===== config.mk =====
export PLATFORM = sky130hd
export DESIGN_NAME = melody_sequencer_flat
export DESIGN_NICKNAME = d
export VERILOG_FILES = /design/src/rtl/melody_sequencer_if.sv /design/src/rtl/melody_sequencer.sv /design/src/flat_wrapper.sv
export SDC_FILE = /design/constraint.sdc
export NUM_CORES = 1
export LEC_CHECK = 0
export CORE_ASPECT_RATIO = 1.1
export CORE_MARGIN = 2
export CORE_UTILIZATION = 56
export CTS_CLUSTER_SIZE = 16
export DETAILED_ROUTE_END_ITERATION = 10
export PLACE_DENSITY = 0.73
export SYNTH_ARGS = -nofsm -noshare
export SYNTH_HDL_FRONTEND = slang
export SYNTH_SLANG_ARGS = --single-unit

===== constraint.sdc =====
create_clock -name clk -period 9.65 [get_ports clk]
set_clock_uncertainty 0.2 [all_clocks]
set_input_delay 1.93 -clock clk [delete_from_list [all_inputs] [get_ports clk]]
set_output_delay 1.93 -clock clk [all_outputs]
set_load 0.1 [all_outputs]

===== src/rtl/melody_sequencer_if.sv =====
// Control/score-write bus and tone-generator outputs of the melody sequencer.
// The master is the controlling logic; the slave is the sequencer itself.
interface melody_sequencer_if;
   logic        start;
   logic        stop;
   logic        loop;
   logic        wr_en;
   logic [3:0]  wr_addr;
   logic [13:0] wr_data;
   logic [14:0] half_period;
   logic        tone_en;
   logic        note_start;
   logic [3:0]  note_idx;
   logic        busy;
   logic        done;

   modport master (
      output start, stop, loop, wr_en, wr_addr, wr_data,
      input  half_period, tone_en, note_start, note_idx, busy, done
   );

   modport slave (
      input  start, stop, loop, wr_en, wr_addr, wr_data,
      output half_period, tone_en, note_start, note_idx, busy, done
   );
endinterface


===== src/rtl/melody_sequencer.sv =====
// Plays a 16-entry score onto a square-wave tone generator: each entry drives a
// pitch for dur ticks, then an optional silent gap, then the next entry.
module melody_sequencer #(
   parameter int FREQ_CLK    = 12000000,
   parameter int TICK_CYCLES = 12000,
   parameter int GAP_TICKS   = 20
) (
   input  logic               clk,
   input  logic               rst,
   melody_sequencer_if.slave  sq
);

   localparam int              CW       = (TICK_CYCLES > 1) ? $clog2(TICK_CYCLES) : 1;
   localparam logic [CW-1:0]   CYC_LAST = CW'(TICK_CYCLES - 1);
   localparam logic [7:0]      GAP_LAST = 8'(GAP_TICKS - 1);

   typedef enum logic [1:0] {S_IDLE, S_FETCH, S_PLAY, S_GAP} state_t;

   // Note frequencies in millihertz so the divide stays integral and truncates.
   function automatic logic [14:0] pitch_calc(input int note);
      logic [63:0] mhz;
      logic [63:0] fclk;
      fclk = 64'(FREQ_CLK);
      case (note)
         1:       mhz = 64'd261626;
         2:       mhz = 64'd277183;
         3:       mhz = 64'd293665;
         4:       mhz = 64'd311127;
         5:       mhz = 64'd329628;
         6:       mhz = 64'd349228;
         7:       mhz = 64'd369994;
         8:       mhz = 64'd391995;
         9:       mhz = 64'd415305;
         10:      mhz = 64'd440000;
         11:      mhz = 64'd466164;
         12:      mhz = 64'd493883;
         default: mhz = 64'd0;
      endcase
      if (mhz == 64'd0) return 15'd0;
      return 15'((fclk * 64'd1000) / (64'd2 * mhz));
   endfunction

   logic [14:0] pitch_tab [16];

   for (genvar gi = 0; gi < 16; gi++) begin : g_pitch
      localparam logic [14:0] PITCH = pitch_calc(gi);
      assign pitch_tab[gi] = PITCH;
   end

   logic [13:0]   score_q [16];
   logic [13:0]   score_d [16];
   state_t        state_q, state_d;
   logic [3:0]    addr_q, addr_d;
   logic [7:0]    tick_q, tick_d;
   logic [CW-1:0] cyc_q, cyc_d;
   logic [7:0]    dur_q, dur_d;
   logic [14:0]   half_period_q, half_period_d;
   logic          tone_en_q, tone_en_d;
   logic          note_start_q, note_start_d;
   logic [3:0]    note_idx_q, note_idx_d;
   logic          busy_q, busy_d;
   logic          done_q, done_d;

   logic [13:0] fetch_entry;
   logic [1:0]  fetch_oct;
   logic [3:0]  fetch_note;
   logic [7:0]  fetch_dur;
   logic        fetch_rest;
   logic        cyc_last;
   logic        play_last;
   logic        gap_last;
   logic        advance;

   assign fetch_entry = score_q[addr_q];
   assign fetch_oct   = fetch_entry[13:12];
   assign fetch_note  = fetch_entry[11:8];
   assign fetch_dur   = fetch_entry[7:0];
   assign fetch_rest  = (fetch_note == 4'd0) || (fetch_note > 4'd12);
   assign cyc_last    = (cyc_q == CYC_LAST);
   assign play_last   = cyc_last && (tick_q == dur_q - 8'd1);
   assign gap_last    = cyc_last && (tick_q == GAP_LAST);

   always_comb begin
      score_d = score_q;
      if (sq.wr_en) score_d[sq.wr_addr] = sq.wr_data;
   end

   always_comb begin
      state_d       = state_q;
      addr_d        = addr_q;
      tick_d        = tick_q;
      cyc_d         = cyc_q;
      dur_d         = dur_q;
      half_period_d = half_period_q;
      tone_en_d     = tone_en_q;
      note_start_d  = 1'b0;
      note_idx_d    = note_idx_q;
      busy_d        = busy_q;
      done_d        = 1'b0;
      advance       = 1'b0;

      case (state_q)
         S_IDLE: begin
            if (sq.start && !sq.stop) begin
               state_d = S_FETCH;
               addr_d  = 4'd0;
               busy_d  = 1'b1;
               cyc_d   = '0;
               tick_d  = 8'd0;
            end
         end
         S_FETCH: begin
            cyc_d  = '0;
            tick_d = 8'd0;
            if (fetch_dur != 8'd0) begin
               state_d       = S_PLAY;
               dur_d         = fetch_dur;
               note_start_d  = 1'b1;
               note_idx_d    = addr_q;
               tone_en_d     = !fetch_rest;
               half_period_d = fetch_rest ? 15'd0 : (pitch_tab[fetch_note] >> fetch_oct);
            end else if ((addr_q != 4'd0) && sq.loop) begin
               addr_d = 4'd0;
            end else begin
               // An end marker at address 0 means an empty score: never loop on it.
               state_d = S_IDLE;
               addr_d  = 4'd0;
               busy_d  = 1'b0;
               done_d  = 1'b1;
            end
         end
         S_PLAY, S_GAP: begin
            if (cyc_last) begin
               cyc_d  = '0;
               tick_d = tick_q + 8'd1;
            end else begin
               cyc_d = cyc_q + CW'(1);
            end
            if (state_q == S_PLAY && play_last) begin
               tone_en_d = 1'b0;
               cyc_d     = '0;
               tick_d    = 8'd0;
               if (GAP_TICKS == 0) advance = 1'b1;
               else                state_d = S_GAP;
            end else if (state_q == S_GAP && gap_last) begin
               cyc_d   = '0;
               tick_d  = 8'd0;
               advance = 1'b1;
            end
         end
         default: state_d = S_IDLE;
      endcase

      // Leaving entry 15 counts as reaching the end of the score.
      if (advance) begin
         if ((addr_q == 4'hF) && !sq.loop) begin
            state_d = S_IDLE;
            addr_d  = 4'd0;
            busy_d  = 1'b0;
            done_d  = 1'b1;
         end else begin
            state_d = S_FETCH;
            addr_d  = addr_q + 4'd1;
         end
      end

      if (sq.stop && (state_q != S_IDLE)) begin
         state_d   = S_IDLE;
         addr_d    = 4'd0;
         cyc_d     = '0;
         tick_d    = 8'd0;
         tone_en_d = 1'b0;
         busy_d    = 1'b0;
         done_d    = 1'b1;
      end
   end

   always_ff @(posedge clk or posedge rst) begin
      if (rst) begin
         for (int i = 0; i < 16; i++) score_q[i] <= 14'd0;
         state_q       <= S_IDLE;
         addr_q        <= 4'd0;
         tick_q        <= 8'd0;
         cyc_q         <= '0;
         dur_q         <= 8'd0;
         half_period_q <= 15'd0;
         tone_en_q     <= 1'b0;
         note_start_q  <= 1'b0;
         note_idx_q    <= 4'd0;
         busy_q        <= 1'b0;
         done_q        <= 1'b0;
      end else begin
         score_q       <= score_d;
         state_q       <= state_d;
         addr_q        <= addr_d;
         tick_q        <= tick_d;
         cyc_q         <= cyc_d;
         dur_q         <= dur_d;
         half_period_q <= half_period_d;
         tone_en_q     <= tone_en_d;
         note_start_q  <= note_start_d;
         note_idx_q    <= note_idx_d;
         busy_q        <= busy_d;
         done_q        <= done_d;
      end
   end

   assign sq.half_period = half_period_q;
   assign sq.tone_en     = tone_en_q;
   assign sq.note_start  = note_start_q;
   assign sq.note_idx    = note_idx_q;
   assign sq.busy        = busy_q;
   assign sq.done        = done_q;

endmodule

===== src/flat_wrapper.sv =====
// flat-port wrapper written by rule: the top's interface ports become plain ports
module melody_sequencer_flat 
#(
   parameter int FREQ_CLK    = 12000000,
   parameter int TICK_CYCLES = 12000,
   parameter int GAP_TICKS   = 20
)
  (clk, rst, sq_start, sq_stop, sq_loop, sq_wr_en, sq_wr_addr, sq_wr_data, sq_half_period, sq_tone_en, sq_note_start, sq_note_idx, sq_busy, sq_done);
  melody_sequencer_if sq_i ();
  input  logic clk;
  input  logic rst;
  input wire logic [$bits(sq_i.start)-1:0] sq_start;
  input wire logic [$bits(sq_i.stop)-1:0] sq_stop;
  input wire logic [$bits(sq_i.loop)-1:0] sq_loop;
  input wire logic [$bits(sq_i.wr_en)-1:0] sq_wr_en;
  input wire logic [$bits(sq_i.wr_addr)-1:0] sq_wr_addr;
  input wire logic [$bits(sq_i.wr_data)-1:0] sq_wr_data;
  output wire logic [$bits(sq_i.half_period)-1:0] sq_half_period;
  output wire logic [$bits(sq_i.tone_en)-1:0] sq_tone_en;
  output wire logic [$bits(sq_i.note_start)-1:0] sq_note_start;
  output wire logic [$bits(sq_i.note_idx)-1:0] sq_note_idx;
  output wire logic [$bits(sq_i.busy)-1:0] sq_busy;
  output wire logic [$bits(sq_i.done)-1:0] sq_done;
  assign sq_i.start = sq_start;
  assign sq_i.stop = sq_stop;
  assign sq_i.loop = sq_loop;
  assign sq_i.wr_en = sq_wr_en;
  assign sq_i.wr_addr = sq_wr_addr;
  assign sq_i.wr_data = sq_wr_data;
  assign sq_half_period = sq_i.half_period;
  assign sq_tone_en = sq_i.tone_en;
  assign sq_note_start = sq_i.note_start;
  assign sq_note_idx = sq_i.note_idx;
  assign sq_busy = sq_i.busy;
  assign sq_done = sq_i.done;
  melody_sequencer #(.FREQ_CLK(FREQ_CLK), .TICK_CYCLES(TICK_CYCLES), .GAP_TICKS(GAP_TICKS)) u_core (.clk(clk), .rst(rst), .sq(sq_i));
endmodule

Yosys cells after proc, flatten, opt, wreduce, memory -nomap -nowiden

Memory sizes are Yosys's and may differ from the RTL's.
Index checks and enable logic that the tools add are counted.

Bits of input ports: 24
Bits in registers: 283
Memories: 1
Word-level logic and storage cells: 139
Memory bits (read-only): 240

Memories:

| name             | words | width | read ports | clocked after Yosys merged registers in | wr ports | RTL line                | text |
|---|---|---|---|---|---|---|---|
| (name not given) | 16    | 15    | 1          | 0                                       | 0        | melody_sequencer.sv:121 | `half_period_d = fetch_rest ? 15'd0 : (pitch_tab[fetch_note] >> fetch_oct);` |

Bitwise gates (word level): 3
Shift-type cells: 1
Mux-type cells: 57
Magnitude comparators: 5
Reduce and logical (&&, ||, !) cells: 26
Equal/unequal tests: 15
$add $sub $neg: 4

Operator list:

| kind                                                     | number |
|---|---|
| bitwise mux 224 bit                                      | 1 |
| two-way mux 14 bit                                       | 8 |
| binary-select mux 14 bit (select 4 bit)                  | 1 |
| demux 14 bit (select 4 bit)                              | 1 |
| two-way mux 15 bit                                       | 3 |
| one-hot mux 14 bit (3 select lines)                      | 1 |
| two-way mux 8 bit                                        | 5 |
| one-hot mux 8 bit (3 select lines)                       | 1 |
| two-way mux 1 bit                                        | 21 |
| two-way mux 4 bit                                        | 5 |
| greater-or-equal comparator 5 bit, second input constant | 3 |
| NOT 4 -> 5 bit                                           | 3 |
| right shift 15 x 2 -> 15 bit                             | 1 |
| adder 14 x 1 -> 14 bit, second input constant            | 1 |
| == test 14 bit, second input constant                    | 1 |
| two-way mux 2 bit                                        | 6 |
| logical AND 1 bit                                        | 9 |
| != test 3 x 1 -> 1 bit, second input constant            | 3 |
| AND reduction 3 bit                                      | 3 |
| adder 8 x 1 -> 8 bit, second input constant              | 1 |
| == test 8 x 5 -> 1 bit, second input constant            | 1 |
| == test 8 bit                                            | 1 |
| != test 4 x 1 -> 1 bit, second input constant            | 2 |
| one-hot mux 4 bit (2 select lines)                       | 1 |
| other kinds (22)                                         | 28 |

Logic depth before layout (Yosys ltp)

Gate-level depths: netlist of run 1.

Depth after elaboration: 10
Depth in mapped cells: 17
Mapped depth without buffers: 11

Worst setup path before layout of run 1

Ideal clock, no wire load.

Path type: in2reg
From: input port sq_wr_addr[2]
To: register u_core.score_q[154] (netlist name)
Arrival: 3611 ps
Cell stages on the path: 5
Buffers on the path: 2
Data required time: 9325 ps
Setup slack: 5714 ps
Path through: clkbuf_1 -> inv_1 -> nor4_1 -> clkbuf_1 -> mux2_2

Longest elaborated chain between the ends: 6
Elaborated cells between the ends (all ways): 7

Ends and longest elaborated chain:

| what                                                                                                           | RTL line                | text |
|---|---|---|
| start, declared                                                                                                | flat_wrapper.sv:16      | `input wire logic [$bits(sq_i.wr_addr)-1:0] sq_wr_addr;` |
| NOT 4 -> 5 bit (implied by the code) (*)                                                                       | melody_sequencer.sv:85  | `if (sq.wr_en) score_d[sq.wr_addr] = sq.wr_data;` |
| greater-or-equal comparator 5 bit (implied by the code) or less-than comparator 5 x 1 -> 1 bit (tied branches) | melody_sequencer.sv:85  |  |
| logical AND 1 bit (implied by the code)                                                                        | melody_sequencer.sv:85  |  |
| two-way mux 14 bit (implied by the code)                                                                       | melody_sequencer.sv:85  |  |
| demux 14 bit (select 4 bit) (*)                                                                                | melody_sequencer.sv:85  |  |
| bitwise mux 224 bit (*)                                                                                        | melody_sequencer.sv:85  |  |
| end signal, assigned                                                                                           | melody_sequencer.sv:193 | `score_q <= score_d;` |
| end, declared                                                                                                  | melody_sequencer.sv:50  | `logic [13:0] score_q [16];` |

Every way passes the cells marked *; elsewhere a longest branch is shown, timed or not.
A chain may end at the register's enable or synchronous reset.

Worst setup path after layout of run 1

From: register u_core.addr_q[1]
To: register u_core.half_period_q[4], in the netlist u_core.sq.half_period[4]

Longest elaborated chain between the ends: 10
Elaborated cells between the ends (all ways): 15

Ends and longest elaborated chain:

| what                                                      | RTL line                | text |
|---|---|---|
| start, declared                                           | melody_sequencer.sv:53  | `logic [3:0] addr_q, addr_d;` |
| start signal, assigned                                    | melody_sequencer.sv:195 | `addr_q <= addr_d;` |
| NOT 4 -> 5 bit (implied by the code) (*)                  | melody_sequencer.sv:74  | `assign fetch_entry = score_q[addr_q];` |
| binary-select mux 14 bit (select 4 bit) (*)               | melody_sequencer.sv:74  |  |
| two-way mux 14 bit (implied by the code) (*) (2 in a row) | melody_sequencer.sv:74  |  |
| NOT 4 -> 5 bit (implied by the code)                      | melody_sequencer.sv:121 |  |
| memory (16 x 15 bit)                                      | n/a                     |  |
| two-way mux 15 bit (implied by the code) (2 in a row)     | melody_sequencer.sv:121 |  |
| right shift 15 x 2 -> 15 bit                              | melody_sequencer.sv:121 |  |
| two-way mux 15 bit                                        | melody_sequencer.sv:121 |  |
| end signal, assigned                                      | melody_sequencer.sv:199 | `half_period_q <= half_period_d;` |
| end, declared                                             | melody_sequencer.sv:57  | `logic [14:0] half_period_q, half_period_d;` |

Every way passes the cells marked *; elsewhere a longest branch is shown, timed or not. The select of a mux whose other input is x is not followed.

==> impl_metrics.py, run 1 <==
metrics = {
    "sta": {
        "rsz0062_at_grt": "no",
        "period_minus_slack_ns": 4.52,
        "drv_slew": 0,
        "setup_ws_ns": 5.13,
        "hold_viol": 0,
        "tightest_slew_ns": 1.04,
        "finalSetupViolations": 0,
        "finalCritPeriodShare": 0.468,
        "max_freq_ghz": 0.221,
        "tns_ns": 0,
        "hold_slack_ns": 0.280,
        "slew_headroom": 0.309,
    },
    "die": {
        "top_level_ports": 47,
        "dieArea_sq_mm": 0.0266,
        "coreArea_sq_mm": 0.0251,
        "start_util": 0.564,
        "dieHeight_um": 171,
        "die_w_um": 156,
        "num_rows": 61,
    },
    "critical_path": {
        "worstRegToRegCells": 10,
        "slowest_stage": "buf_4",
        "start_kind": "flip-flop",
        "crit_family": "buffers and inverters",
        "path_max_fanout": 58,
        "path_class": "reg -> reg",
        "endpoint_kind": "flip-flop",
        "critPathRequiredTime_ns": 9.89,
        "max_stage_delay_ns": 0.72,
        "crit_arrival_ns": 4.75,
        "r2r-start": "u_core.addr_q[1]",
        "path_depth": 10,
        "crit_buf_inv": 2,
        "worstSetupEndpoint": "u_core.sq.half_period[4]",
        "crit_chain": "buf_4 > mux4_1 > or4_1 > o22a_1 > a2111oi_4 > nand2b_1 > buf_4 > or2_2 > a211oi_1 > a21o_1",
        "startpoint": "u_core.addr_q[1]",
        "path_common_cell": "buf_4",
        "rrSetupSlack_ns": 5.13,
        "reg2reg_to": "u_core.sq.half_period[4]",
    },
    "clock_tree": {
        "ctsHtreeMaxLevel": 1,
        "cts_tree": "yes",
        "clockRootBuffer": "clkbuf_16",
        "cts-buffers-inserted": 30,
        "clk_pin_slew_worst_paths_ns": 0.06,
        "clock_latency_ns": 0.56,
        "ctsHoldBuffers": 0,
        "cts_buffer_depth": 3,
        "cts_sinks": 283,
        "cts_resized": 0,
        "post-cts-setup-buffer-count": 0,
    },
    "layout": {
        "final_common_cell": "dfrtp_1",
        "final_cell_area_sq_mm": 0.0157,
        "finalNetCount": 1131,
        "num-fill-cells": 1874,
        "final_cell_mix": "dfrtp_1 (280), mux2_2 (230), nand2_1 (73)",
        "layout.cells.non_filler": 1433,
        "synthToLayoutAreaGrowth_pct": 10.8,
        "layout-drive-gt1-share": 0.322,
    },
    "grt": {
        "grtUsageMet3": 0.0299,
        "gr-usage-met1": 0.341,
        "busiest_layer": "met2",
        "grt_pass1_wl_um": 51600,
        "grt_start_max_net_pins": 148,
        "grt_overflow": 0,
        "grtUsageMet2": 0.416,
        "track_usage": 0.250,
        "grt_pass1_vias": 9280,
        "antenna_found_initial": 1,
    },
    "synth": {
        "yosysSeqAreaShare": 0.500,
        "ys_types": 73,
        "yosysTopAreaCell": "dfrtp_1",
        "yosys_warnings": 0,
        "synth_nets": 1110,
        "async_reset_ff_frac": 1.00,
        "ys_ff_latch": 283,
        "netlist_area_sq_mm": 0.0142,
        "yosys.area.top_type_share": 0.500,
        "synth_area_leaders": "dfrtp_1 (50%), mux2_2 (18%), mux4_2 (7.0%)",
        "ys.flop_type": "dfrtp_1",
        "synth_edf_count": 0,
        "syn_area_per_cell_sq_um": 13.2,
        "syn-instance-count": 1074,
    },
    "placement": {
        "gp_congestion": 0.864,
        "placedInstanceArea_sq_mm": 0.0147,
        "dp_hpwl_um": 20000,
        "placed_cells": 1378,
        "pre_cts_slack_ns": 5.18,
        "portBuffers": 46,
    },
    "drt": {
        "ant_nets": 0,
        "firstDrtPassIters": 5,
        "drc": 0,
        "wl_per_cell_um": 22.3,
        "routed_via_density": 6.27,
        "drtIter0Drc": 672,
        "vias": 8992,
        "wl_um": 32000,
    },
    "status": {
        "outcome": "complete, no violations",
    },
    "worst_hold_path": {
        "hp-class": "reg -> reg",
    },
    "power_and_ir_drop": {
        "p_leak_nw": 6.62,
        "p_per_area_mw_per_mm2": 245,
        "irDropWorstVdd_uv": 170,
    },
    "run": {
        "maxCapViolCount": 0,
    },
}
==> kinds of logic after synthesis <==
kind of cell,Yosys count,synth area share
muxes,306,0.293
DFF,283,0.500
and+or+nand+nor,215,0.0745
AOI/OAI and AO/OA,149,0.0741
buffers and inverters,91,0.0367
xor gates and xnor gates,18,0.0111
adders and majority gates,12,0.0106
==> layout make-up <==
cell class              instances  area [sq um]  share of cell area
clock buffers                  44           843              0.0537
well taps                     315           394              0.0251
repair buffers                 64           608              0.0387
inverters                      16          63.8             0.00406
multi-input cells             700          6590               0.419
clock inverters                10           118             0.00749
flip-flops and latches        283          7090               0.451
diodes                          1          2.50            0.000159
==> registers in the layout (all words and copies together), names as in the netlist, 2 cells and up <==
register	flops
u_core.addr_q	4
u_core.cyc_q	14
u_core.dur_q	8
u_core.score_q	224
u_core.sq.half_period	15
u_core.sq.note_idx	4
u_core.state_q	2
u_core.tick_q	8
==> per-stage QoR <==
stage                     total power (W)   util
after floorplan                   0.00248      -
after global routing              0.00405  0.625
after detailed placement          0.00274  0.587
final                             0.00385  0.625
after CTS                         0.00387  0.625
after global placement            0.00270  0.587
==> power by group <==
group / internal [W] / leakage, nW / switching [W] / total (W)
Clock: 0.000658 / 0.475 / 0.000463 / 0.00112
Sequential: 0.00146 / 3.54 / 0.000150 / 0.00161
Combinational: 0.000465 / 2.61 / 0.000654 / 0.00112
Total: 0.00258 / 6.62 / 0.00127 / 0.00385
==> synthesized netlist by cell type (all sizes together) (10+ instances only) <==
cell and count:
mux2 232, dfrtp 283, o22ai 13, xor2 10
nor2 43, o21ai 55, clkbuf 45, ha 12
nand2 73, nand3 19, mux2i 16, inv 16
nand2b 11, buf 30, nor3 10, a22o 11
nor2b 11, mux4 58, a21oi 13
==> worst min-delay path, cell delays in order, from the launching register on <==
cell	delay [ns]
dfrtp_1	0.34
nand2_1	0.04
o21ai_0	0.06
==> how the worst min path moves through the flow <==
| stage | slack (ns) | end | cells past startpoint | from |
|---|---|---|---|---|
| after floorplan | 0.26 | u_core.dur_q[6] | 2 | u_core.dur_q[6] |
| after global placement | 0.27 | u_core.sq.note_idx[3] | 2 | u_core.sq.note_idx[3] |
| after detailed placement | 0.28 | u_core.sq.note_idx[3] | 2 | u_core.sq.note_idx[3] |
| after CTS | 0.29 | u_core.sq.note_idx[3] | 2 | u_core.sq.note_idx[3] |
| after global routing | 0.30 | u_core.score_q[189] | 1 | u_core.score_q[189] |
| final | 0.28 | u_core.sq.note_idx[3] | 2 | u_core.sq.note_idx[3] |
==> per-layer routing <==
layer,wire length (um),vias up
met1,13400,4627
met5,0,-
met2,15800,272
met4,1090,0
li1,-,4035
met3,1650,58
(Power assumes the default switching activity.)
==> run 2: changes to the inputs <==
CORE_UTILIZATION = 62   (was 56)
PLACE_DENSITY = 0.76   (was 0.73)
clock period = 4.7 ns   (was 9.65 ns; I/O delays follow)
==> impl_metrics.py, run 2 (synthesized netlist as in run 1, its figures left out) <==
metrics = {
    "die": {
        "num_rows": 58,
        "die_w_um": 148,
        "coreArea_sq_mm": 0.0226,
        "dieArea_sq_mm": 0.0241,
        "dieHeight_um": 163,
        "top_level_ports": 47,
        "start_util": 0.626,
    },
    "clock_tree": {
        "cts_buffer_depth": 3,
        "ctsHtreeMaxLevel": 1,
        "cts_resized": 0,
        "clk_pin_slew_worst_paths_ns": 0.06,
        "cts_sinks": 283,
        "cts_tree": "yes",
        "clockRootBuffer": "clkbuf_16",
        "ctsHoldBuffers": 0,
        "clock_latency_ns": 0.56,
        "cts-buffers-inserted": 29,
        "post-cts-setup-buffer-count": 0,
    },
    "critical_path": {
        "reg2reg_to": "u_core.sq.half_period[9]",
        "critPathRequiredTime_ns": 4.97,
        "endpoint_kind": "flip-flop",
        "worstRegToRegCells": 10,
        "r2r-start": "u_core.addr_q[1]",
        "path_max_fanout": 23,
        "start_kind": "flip-flop",
        "crit_arrival_ns": 4.23,
        "startpoint": "u_core.addr_q[1]",
        "rrSetupSlack_ns": 0.74,
        "path_class": "reg -> reg",
    },
    "layout": {
        "layout-drive-gt1-share": 0.334,
        "num-fill-cells": 1591,
        "final_common_cell": "dfrtp_1",
        "layout.cells.non_filler": 1431,
        "final_util": 0.702,
        "synthToLayoutAreaGrowth_pct": 12.2,
        "largest_reg_flops": 224,
        "finalNetCount": 1143,
        "final_cell_mix": "dfrtp_1 (280), mux2_2 (230), nand2_1 (73)",
        "largest_register": "u_core.score_q",
    },
    "run": {
        "maxCapViolCount": 0,
    },
    "sta": {
        "tightest_slew_ns": 1.09,
        "tns_ns": 0,
        "max_freq_ghz": 0.253,
        "period_minus_slack_ns": 3.96,
        "finalSetupViolations": 0,
        "drv_slew": 0,
        "finalCritPeriodShare": 0.842,
        "setup_ws_ns": 0.742,
        "rsz0062_at_grt": "no",
        "hold_viol": 0,
        "slew_headroom": 0.270,
    },
    "worst_hold_path": {
        "hold_path.startpoint": "u_core.sq.note_idx[1]",
        "holdPathStages": 2,
        "hp-class": "reg -> reg",
        "min_to": "u_core.sq.note_idx[1]",
    },
    "drt": {
        "ant_nets": 0,
        "drtIter0Drc": 448,
        "drc": 0,
        "wl_um": 32800,
        "wl_per_cell_um": 22.9,
        "vias": 9106,
        "routed_via_density": 6.36,
        "firstDrtPassIters": 5,
    },
    "power_and_ir_drop": {
        "power_w": 0.00808,
        "p_leak_nw": 6.73,
        "irDropWorstVdd_uv": 359,
        "p_per_area_mw_per_mm2": 508,
    },
    "grt": {
        "grt_overflow": 0,
        "antenna_found_initial": 2,
        "track_usage": 0.279,
        "grt_pass1_wl_um": 52200,
        "grt_start_max_net_pins": 69,
        "grt_pass1_vias": 9311,
    },
    "placement": {
        "dp_hpwl_um": 21300,
        "placed_cells": 1376,
        "pre_cts_slack_ns": 0.753,
        "portBuffers": 46,
        "gp_congestion": 0.861,
    },
    "status": {
        "outcome": "complete, no violations",
    },
}
==> run 2: changes by cell type in the layout (fill, tap and decap cells not counted) <==
cell,delta
clkbuf_1,-5
diode_2,+1
inv_8,-1
clkinv_2,-2
inv_6,+1
clkinvlp_4,+1
clkbuf_8,+3
bufinv_16,+2
buf_4,+9
clkbuf_16,-1
buf_12,+4
clkinv_4,+1
==> run 2: cell type report <==
type | instances | area [sq um] | share of cell area
Inverter | 16 | 63.8 | 0.00402
Sequential cell | 283 | 7090 | 0.446
Tap cell | 300 | 375 | 0.0236
Clock buffer | 41 | 841 | 0.0529
Timing Repair Buffer | 77 | 756 | 0.0476
Clock inverter | 12 | 181 | 0.0114
Multi-Input combinational cell | 700 | 6590 | 0.414
Antenna cell | 2 | 5.00 | 0.000315
==> run 2: power by group <==
part / total (W) / switching [W] / internal [W] / leakage (nW)
clock: 0.00243 / 0.000963 / 0.00147 / 0.501
sequential: 0.00332 / 0.000322 / 0.00299 / 3.54
combinational: 0.00234 / 0.00136 / 0.000978 / 2.69
total: 0.00808 / 0.00264 / 0.00544 / 6.73
==> run 2: critical path, stage by stage (launching register included) <==
cell,delay (ns)
dfrtp_2,0.81
buf_4,0.35
mux4_1,0.63
o221ai_4,0.33
ha_1,0.35
inv_1,0.11
nand3_1,0.16
o22ai_1,0.14
nor3_1,0.55
a22oi_1,0.14
o21ai_1,0.10
==> run 2: per-stage QoR <==
step,instance area (sq um),hold WS (ns)
finish,15900,0.280
global route,15900,0.310
CTS,15900,0.285
detailed placement,14900,0.270
global placement,14900,0.260
floorplan,14200,0.260
==> run 2: how the worst max path moves through the flow <==
stage	endpoint	slack (ns)	cells past startpoint
final	u_core.sq.half_period[9]	0.74	10
after global routing	u_core.sq.half_period[9]	0.49	10
after CTS	u_core.sq.half_period[4]	0.72	9
after detailed placement	u_core.sq.half_period[4]	0.75	9
after global placement	u_core.sq.half_period[4]	0.80	9
after floorplan	u_core.addr_q[0]	-0.19	1
==> run 2: routing by layer <==
layer	vias up	GRT usage	wire length, um
met4	0	0.110	1050
met5	-	0	0
met3	66	0.0437	1800
li1	4055	-	-
met2	278	0.467	16400
met1	4707	0.371	13500
